`config.mk`:
```
export PLATFORM = sky130hd
export DESIGN_NAME = iiitb_sdm_arb_ctrl
export DESIGN_NICKNAME = d
export VERILOG_FILES = /design/src/rtl/iiitb_sdm_arb_ctrl.sv
export SDC_FILE = /design/constraint.sdc
export NUM_CORES = 1
export LEC_CHECK = 0
export CORE_MARGIN = 3
export CORE_UTILIZATION = 48
export DETAILED_ROUTE_END_ITERATION = 8
export GPL_ROUTABILITY_DRIVEN = 0
export PLACE_DENSITY = 0.83
export SKIP_CTS_REPAIR_TIMING = 1
export SYNTH_ARGS = -nofsm -noshare
export SYNTH_HDL_FRONTEND = slang
export SYNTH_SLANG_ARGS = --single-unit
```
`constraint.sdc`:
```
create_clock -name clk -period 1.8 [get_ports clk]
set_input_delay 0.27 -clock clk [delete_from_list [all_inputs] [get_ports clk]]
set_output_delay 0.27 -clock clk [all_outputs]
set_load 0.01 [all_outputs]
```
`src/rtl/iiitb_sdm_arb_ctrl.sv`:
```
// Two-requester round-robin front end for one serial "1010" overlapping Mealy detector.
// Latency: accept at cycle t, W shift cycles t+1..t+W, res_valid from t+W+1; period W+2.
// Backpressure: no grants while a result waits for res_ready; requesters hold valid/data.
//
// Ports:
//   clk, reset            : single clock, synchronous active-high reset
//   req0_* / req1_*       : word requesters (valid/data in, ready out, combinational in IDLE)
//   res_valid/res_ready   : result handshake; res_id, res_count, res_mask held until taken
//   busy                  : high whenever the controller is not idle
//
// Optional macro SDM_CARRY_EN: keeps a per-requester detector context so that
// patterns can span consecutive words of the same requester.
module iiitb_sdm_arb_ctrl #(
    parameter int W    = 8,
    parameter int CNTW = 4
) (
    input  logic            clk,
    input  logic            reset,
    input  logic            req0_valid,
    input  logic [W-1:0]    req0_data,
    output logic            req0_ready,
    input  logic            req1_valid,
    input  logic [W-1:0]    req1_data,
    output logic            req1_ready,
    output logic            res_valid,
    input  logic            res_ready,
    output logic            res_id,
    output logic [CNTW-1:0] res_count,
    output logic [W-1:0]    res_mask,
    output logic            busy
);

    localparam int IDXW = $clog2(W);

    localparam logic [1:0] ST_IDLE   = 2'd0;
    localparam logic [1:0] ST_SHIFT  = 2'd1;
    localparam logic [1:0] ST_RESULT = 2'd2;

    // Detector states: longest suffix of the bit stream that is a prefix of "1010".
    localparam logic [1:0] DS_S0 = 2'd0;
    localparam logic [1:0] DS_S1 = 2'd1;
    localparam logic [1:0] DS_S2 = 2'd2;
    localparam logic [1:0] DS_S3 = 2'd3;

    localparam logic [CNTW-1:0] CNT_MAX  = {CNTW{1'b1}};
    localparam logic [IDXW-1:0] IDX_LAST = IDXW'(W - 1);

    logic [1:0]      state_q, state_d;
    logic            last_grant_q, last_grant_d;
    logic [W-1:0]    data_q, data_d;
    logic            id_q, id_d;
    logic [1:0]      det_q, det_d;
    logic [IDXW-1:0] idx_q, idx_d;
    logic [CNTW-1:0] count_q, count_d;
    logic [W-1:0]    mask_q, mask_d;

    logic            gnt0, gnt1;
    logic            bit_in, hit;
    logic [1:0]      det_next;
    logic [1:0]      det_start;

`ifdef SDM_CARRY_EN
    logic [1:0]      ctx0_q, ctx0_d;
    logic [1:0]      ctx1_q, ctx1_d;
`endif

    // Round-robin grant; only evaluated in IDLE and suppressed during reset.
    always_comb begin
        gnt0 = 1'b0;
        gnt1 = 1'b0;
        if ((state_q == ST_IDLE) && !reset) begin
            gnt0 = req0_valid && (!req1_valid || last_grant_q);
            gnt1 = req1_valid && (!req0_valid || !last_grant_q);
        end
    end

    // The word register shifts left, so the MSB is always the next bit to feed.
    always_comb begin
        bit_in   = data_q[W-1];
        hit      = 1'b0;
        det_next = det_q;
        case (det_q)
            DS_S0:   det_next = bit_in ? DS_S1 : DS_S0;
            DS_S1:   det_next = bit_in ? DS_S1 : DS_S2;
            DS_S2:   det_next = bit_in ? DS_S3 : DS_S0;
            default: begin
                det_next = bit_in ? DS_S1 : DS_S2;
                hit      = ~bit_in;
            end
        endcase
    end

`ifdef SDM_CARRY_EN
    assign det_start = gnt1 ? ctx1_q : ctx0_q;
`else
    assign det_start = DS_S0;
`endif

    always_comb begin
        state_d      = state_q;
        last_grant_d = last_grant_q;
        data_d       = data_q;
        id_d         = id_q;
        det_d        = det_q;
        idx_d        = idx_q;
        count_d      = count_q;
        mask_d       = mask_q;
`ifdef SDM_CARRY_EN
        ctx0_d       = ctx0_q;
        ctx1_d       = ctx1_q;
`endif
        case (state_q)
            ST_IDLE: begin
                if (gnt0 || gnt1) begin
                    data_d  = gnt1 ? req1_data : req0_data;
                    id_d    = gnt1;
                    det_d   = det_start;
                    idx_d   = '0;
                    count_d = '0;
                    mask_d  = '0;
                    state_d = ST_SHIFT;
                end
            end
            ST_SHIFT: begin
                data_d = data_q << 1;
                det_d  = det_next;
                idx_d  = idx_q + IDXW'(1);
                // Shifting hits in at the LSB lands the hit for bit index k on
                // mask position W-1-k once all W bits have gone through.
                mask_d = {mask_q[W-2:0], hit};
                if (hit && (count_q != CNT_MAX)) begin
                    count_d = count_q + CNTW'(1);
                end
                if (idx_q == IDX_LAST) begin
                    state_d = ST_RESULT;
`ifdef SDM_CARRY_EN
                    if (id_q) begin
                        ctx1_d = det_next;
                    end else begin
                        ctx0_d = det_next;
                    end
`endif
                end
            end
            ST_RESULT: begin
                if (res_ready) begin
                    last_grant_d = id_q;
                    state_d      = ST_IDLE;
                end
            end
            default: begin
                state_d = ST_IDLE;
            end
        endcase
    end

    always_ff @(posedge clk) begin
        if (reset) begin
            state_q      <= ST_IDLE;
            last_grant_q <= 1'b1;
            data_q       <= '0;
            id_q         <= 1'b0;
            det_q        <= DS_S0;
            idx_q        <= '0;
            count_q      <= '0;
            mask_q       <= '0;
`ifdef SDM_CARRY_EN
            ctx0_q       <= DS_S0;
            ctx1_q       <= DS_S0;
`endif
        end else begin
            state_q      <= state_d;
            last_grant_q <= last_grant_d;
            data_q       <= data_d;
            id_q         <= id_d;
            det_q        <= det_d;
            idx_q        <= idx_d;
            count_q      <= count_d;
            mask_q       <= mask_d;
`ifdef SDM_CARRY_EN
            ctx0_q       <= ctx0_d;
            ctx1_q       <= ctx1_d;
`endif
        end
    end

    assign req0_ready = gnt0;
    assign req1_ready = gnt1;
    assign res_valid  = (state_q == ST_RESULT);
    assign res_id     = id_q;
    assign res_count  = count_q;
    assign res_mask   = mask_q;
    assign busy       = (state_q != ST_IDLE);

endmodule

```
==> results.json, run 1 <==
{
  "status": "completed",
  "path_cells": "or3_4 -> buf_4 -> o21ai_4 -> nor2_1 -> a2111oi_2",
  "grt_pass1_vias": 1401,
  "cap_violations": 0,
  "n_antenna_cell": 0,
  "slowest_delay_ps": 380,
  "top_usage_layer": "met2",
  "setup_viol_count_final": 0,
  "maxSlewHeadroom": 0.654,
  "syn-cell-area_um2": 1450,
  "finalPower_w": 0.00158,
  "cts-root-buf": "clkbuf_4",
  "tns_ps": 0,
  "synth-simple-area-share": 0.249,
  "synth-xor-area-share": 0,
  "cts_buffers": 5,
  "worstHoldPathType": "primary input to flop",
  "start_kind": "flop",
  "antenna_found_initial": 0,
  "synth_compound_area_frac": 0.236,
  "nets": 242,
  "core_region_area_um2": 2810,
  "finalMaxSlewViolations": 0,
  "critPathCaptureType": "flop",
  "grt_max_degree": 18,
  "grt_util_met2": 0.388,
  "crit_required_ps": 2020,
  "vias": 1468,
  "path_class": "flop to flop",
  "synth_edf_count": 0,
  "row_count": 19,
  "fin_skew_ps": 9.61,
  "yosysWarnings": 0,
  "overflow": 0,
  "ir_drop_v": 0.000687,
  "dp_hpwl_um": 2730,
  "globalRouteTotalUtil": 0.212,
  "die_w_um": 60.9,
  "fin_crit_sh": 0.942,
  "power.density_nw_per_um2": 777,
  "worst_pin_slew_ps": 519,
  "slowest_stage": "or3_4",
  "ctsHtreeMaxLevel": 2,
  "grt_pass1_wl_um": 5820,
  "via_per_inst": 5.87,
  "netlist_instances": 168,
  "dr.first_iter.drc_count": 67,
  "initial_core_util": 0.515,
  "cts_tree": "built",
  "fmax_ghz": 0.590,
  "clock_sinks": 29,
  "arrival_ps": 1910,
  "synthArstFlopShare": 0,
  "clockBufferDepth": 2,
  "yosys.area_share.adder": 0.0260,
  "wl_per_cell_um": 15.2,
  "final_util": 0.727,
  "use_met3": 0.0681,
  "cts.clk_slew.worst_paths_ps": 100,
  "synth_nets": 192,
  "rsz0062_at_grt": "false",
  "ys_ff_latch": 29,
  "die_h_um": 60.9,
  "synth_mux_area_frac": 0.0416,
  "wl_um": 3810,
  "firstDrtPassIters": 4,
  "fp.dieArea_um2": 3710,
  "hold_viol_final": 0,
  "met1_usage": 0.224,
  "port-buffer-count": 37,
  "crit_fanout": 7,
  "drive_gt1_frac": 0.174,
  "clkLatencyLatePin_ps": 330,
  "p_leak_nw": 0.845,
  "io_pins": 38,
  "synth_top_family_by_area": "simple AND/OR/NAND/NOR gates",
  "yosysSeqAreaShare": 0.402,
  "route.detailed.drc": 0,
  "synth_cell_type_count": 37,
  "syn_avg_cell_area_um2": 8.60,
  "area_delta_synth_final_pct": 41.0,
  "layout_min_cycle_time_ps": 1700,
  "synth_flop_cell": "dfxtp_1",
  "ant_nets": 0
}
registers in the layout (all words and copies together) (netlist names):
register      count
data_q            8
res_mask          8
res_count         4
idx_q             3
det_q             2
state_q           2
last_grant_q      1
res_id            1
where the power goes:
part	total [W]	leakage, nW	internal [W]	switching [W]
combinational	0.000347	0.567	0.000163	0.000184
sequential	0.000702	0.237	0.000676	0.0000257
clock	0.000535	0.0414	0.000294	0.000241
worst paths after layout:
path                                   from           to  slack (ps)  cells past startpoint
worst min-delay path                  reset     det_q[1]         450                      3
worst max register to register   state_q[0]    data_q[1]         100                      5
worst min register to register  res_mask[2]  res_mask[3]         460                      2
worst max-delay path             state_q[0]    data_q[1]         100                      5
layout by cell type, fill, tap and decap left out, types with 2 or more instances in the layout:
cell type and n:
a2111oi_2 6, nand2b_1 5, nor2_1 20, a22oi_1 2
o21ai_0 3, buf_4 14, buf_6 2, nand2_1 16
ha_1 3, o32ai_1 2, nor2b_1 2, a21oi_1 17
inv_1 4, dfxtp_1 27, nand3_1 14, mux2i_1 6
a31oi_1 4, nor3_1 3, a21boi_0 3, clkbuf_4 5
nand3b_1 2, clkdlybuf4s50_1 32, dlymetal6s2s_1 5
synthesized netlist by cell type (all sizes together), types with 2 or more instances:
library cell	count	area share
a21oi	17	0.059
nor2b	3	0.013
ha	3	0.026
mux2i	6	0.042
a21boi	4	0.021
buf	7	0.026
nor2	22	0.068
nand3b	2	0.010
o32ai	2	0.012
clkbuf	3	0.0087
o21ai	5	0.025
a31oi	4	0.017
nand2b	5	0.022
a22oi	2	0.010
nand2	17	0.046
a2111oi	6	0.062
nor3	3	0.010
nand3	14	0.048
dfxtp	29	0.40
inv	4	0.010
stage by stage:
step	instances	hold slack (ps)	area (um^2)	worst slack (ps)
after CTS	250	463	2010	-285
after detailed placement	242	463	1920	-280
final	250	448	2040	104
after global routing	250	453	2040	12.4
after floorplan	168	431	1450	193
after global placement	242	454	1920	-181
routing by layer:
layer	vias to the layer above	wire length, um	part of all wire
li1	705	-	-
met1	704	1560	0.41
met2	43	1950	0.51
met3	16	127	0.033
met4	0	167	0.044
met5	-	0	0
cell families after synthesis:
| kind of cell | Yosys count |
|---|---|
| and+or+nand+nor | 71 |
| muxes | 6 |
| AOI/OAI and AO/OA | 45 |
| adders and majority gates | 3 |
| DFF | 29 |
| buffers and inverters | 14 |
layout make-up:
class | count | area, um^2
Clock inverter | 3 | 46.3
Multi-Input combinational cell | 125 | 805
Fill cell | 220 | 767
Tap cell | 31 | 38.8
Timing Repair Buffer | 53 | 510
Inverter | 4 | 15.0
Clock buffer | 5 | 37.5
Sequential cell | 29 | 586
critical path, delay by kind of cell (launching register included):
family,cells,cell delay (ps)
AOI/OAI and AO/OA,2,600
buffers and inverters,1,170
DFF,1,350
and+or+nand+nor,2,470
Power figures use the tool's default switching activity.
==> run 2, diff against run 1 <==
- CORE_MARGIN: 3 -> 5
- TNS_END_PERCENT: unset -> 100
==> run 2 against run 1 <==
Compared with the run above:
- non-clock buffer count did not move
- count of clock-buffer cells in the layout up 2
- global-route usage shrank 2.1 points
- largest power group unchanged
- clock power fell by 24%
==> results.json, run 2 (synthesis results as in run 1) <==
{
  "finalPower_w": 0.00146,
  "wl_met1_um": 1540,
  "layout_min_cycle_time_ps": 1650,
  "finalMaxSlewViolations": 0,
  "crit_required_ps": 2030,
  "cts.clk_slew.worst_paths_ps": 90,
  "final_cell_mix": "clkdlybuf4s50_1, dfxtp_1, nor2_1",
  "crit_fanout": 6,
  "grt_pass1_wl_um": 6310,
  "die_h_um": 64.9,
  "wl_met3_um": 232,
  "n_antenna_cell": 0,
  "path_cells": "or3_4 -> buf_4 -> o21ai_4 -> nor2_1 -> a2111oi_2",
  "switching_share": 0.295,
  "highest_layer": "met4",
  "core_region_area_um2": 2980,
  "fmax_ghz": 0.608,
  "cts_tree": "built",
  "switchingPower_w": 0.000430,
  "tns_ps": 0,
  "hold_viol_final": 0,
  "clkLatencyLatePin_ps": 340,
  "dp_cells": 244,
  "ir_drop_v": 0.000561,
  "seq_power_share": 0.482,
  "clockBufferDepth": 2,
  "slowest_delay_ps": 390,
  "globalRouteTotalUtil": 0.191,
  "worstHoldPathType": "flop to flop",
  "grt_max_degree": 18,
  "layout_commonest_cell": "clkdlybuf4s50_1",
  "start_kind": "flop",
  "area_delta_synth_final_pct": 39.7,
  "fin_cells": 251,
  "status": "completed",
  "fin_skew_ps": 7.59,
  "grt_pass1_vias": 1423,
  "nets": 242,
  "wl_per_cell_um": 15.2,
  "p_clk_frac": 0.278,
  "combPwrFrac": 0.239,
  "cap_violations": 0,
  "worst_pin_slew_ps": 539,
  "maxSlewHeadroom": 0.640,
  "initial_core_util": 0.485,
  "met2WireLength_um": 1960,
  "wl_um": 3820,
  "hold_slack_ps": 468,
  "overflow": 0,
  "vias": 1414,
  "firstDrtPassIters": 4,
  "route.detailed.drc": 0,
  "critPathCaptureType": "flop",
  "via_per_inst": 5.63,
  "die_w_um": 64.9,
  "fillerInstances": 225,
  "power.internal_w": 0.00103,
  "p_leak_nw": 0.839,
  "fin_ws_ps": 154,
  "dr.first_iter.drc_count": 54,
  "antenna_found_initial": 0,
  "path_delay_family": "compound AO/OA/AOI/OAI gates",
  "fp.dieArea_um2": 4210,
  "crit_buf_inv": 1,
  "slowest_stage": "or3_4",
  "io_pins": 38,
  "ctsHtreeMaxLevel": 2,
  "dp_hpwl_um": 2750,
  "cts-root-buf": "clkbuf_4",
  "setup_viol_count_final": 0,
  "clock_sinks": 29,
  "port-buffer-count": 37,
  "fin_crit_sh": 0.914,
  "arrival_ps": 1880,
  "path_class": "flop to flop",
  "ant_nets": 0,
  "place_ws_ps": -253,
  "drive_gt1_frac": 0.174,
  "cts_buffers": 5,
  "power.density_nw_per_um2": 722,
  "row_count": 20,
  "rsz0062_at_grt": "false"
}
==> run 2: area by class of cell <==
cell class,count,area (um^2),share of cell area
clock buffers,7,55.1,0.0273
inverters,4,15.0,0.00744
repair buffers,53,503,0.249
flip-flops and latches,29,583,0.289
multi-input cells,125,821,0.407
well taps,33,41.3,0.0205
==> run 2: power by group through the flow <==
stage | registers [W] | clock network, W | logic, W
2_1_floorplan | 0.000709 | 0 | 0.000210
3_3_place_gp | 0.000713 | 0 | 0.000328
3_5_place_dp | 0.000716 | 0 | 0.000341
4_1_cts | 0.000701 | 0.000414 | 0.000344
5_1_grt | 0.000708 | 0.000442 | 0.000384
6_report | 0.000702 | 0.000405 | 0.000349
==> run 2: per-stage QoR <==
stage / instance area [um^2] / utilization
6_report: 2020 / 0.678
3_5_place_dp: 1930 / 0.647
4_1_cts: 1980 / 0.666
3_3_place_gp: 1930 / 0.647
5_1_grt: 2020 / 0.678
2_1_floorplan: 1450 / -
==> run 2: path summary, 6_finish.rpt <==
| kind | endpoint | depth (start not counted) | slack, ps | start |
|---|---|---|---|---|
| min | res_mask[7] | 2 | 470 | res_mask[7] |
| max | data_q[1] | 5 | 150 | state_q[0] |
| max reg2reg | data_q[1] | 5 | 150 | state_q[0] |
| min reg2reg | res_mask[7] | 2 | 470 | res_mask[7] |
==> run 2: layer usage <==
metal,GRT usage,vias to the layer above
li1,-,705
met1,0.203,655
met2,0.338,43
met3,0.0711,11
met4,0.0765,0
met5,0,-
==> run 2: worst min-delay path, cell delays in order, from the launching register on <==
cell and delay (ps):
dfxtp_1 320, nand3_1 60, a21oi_1 50
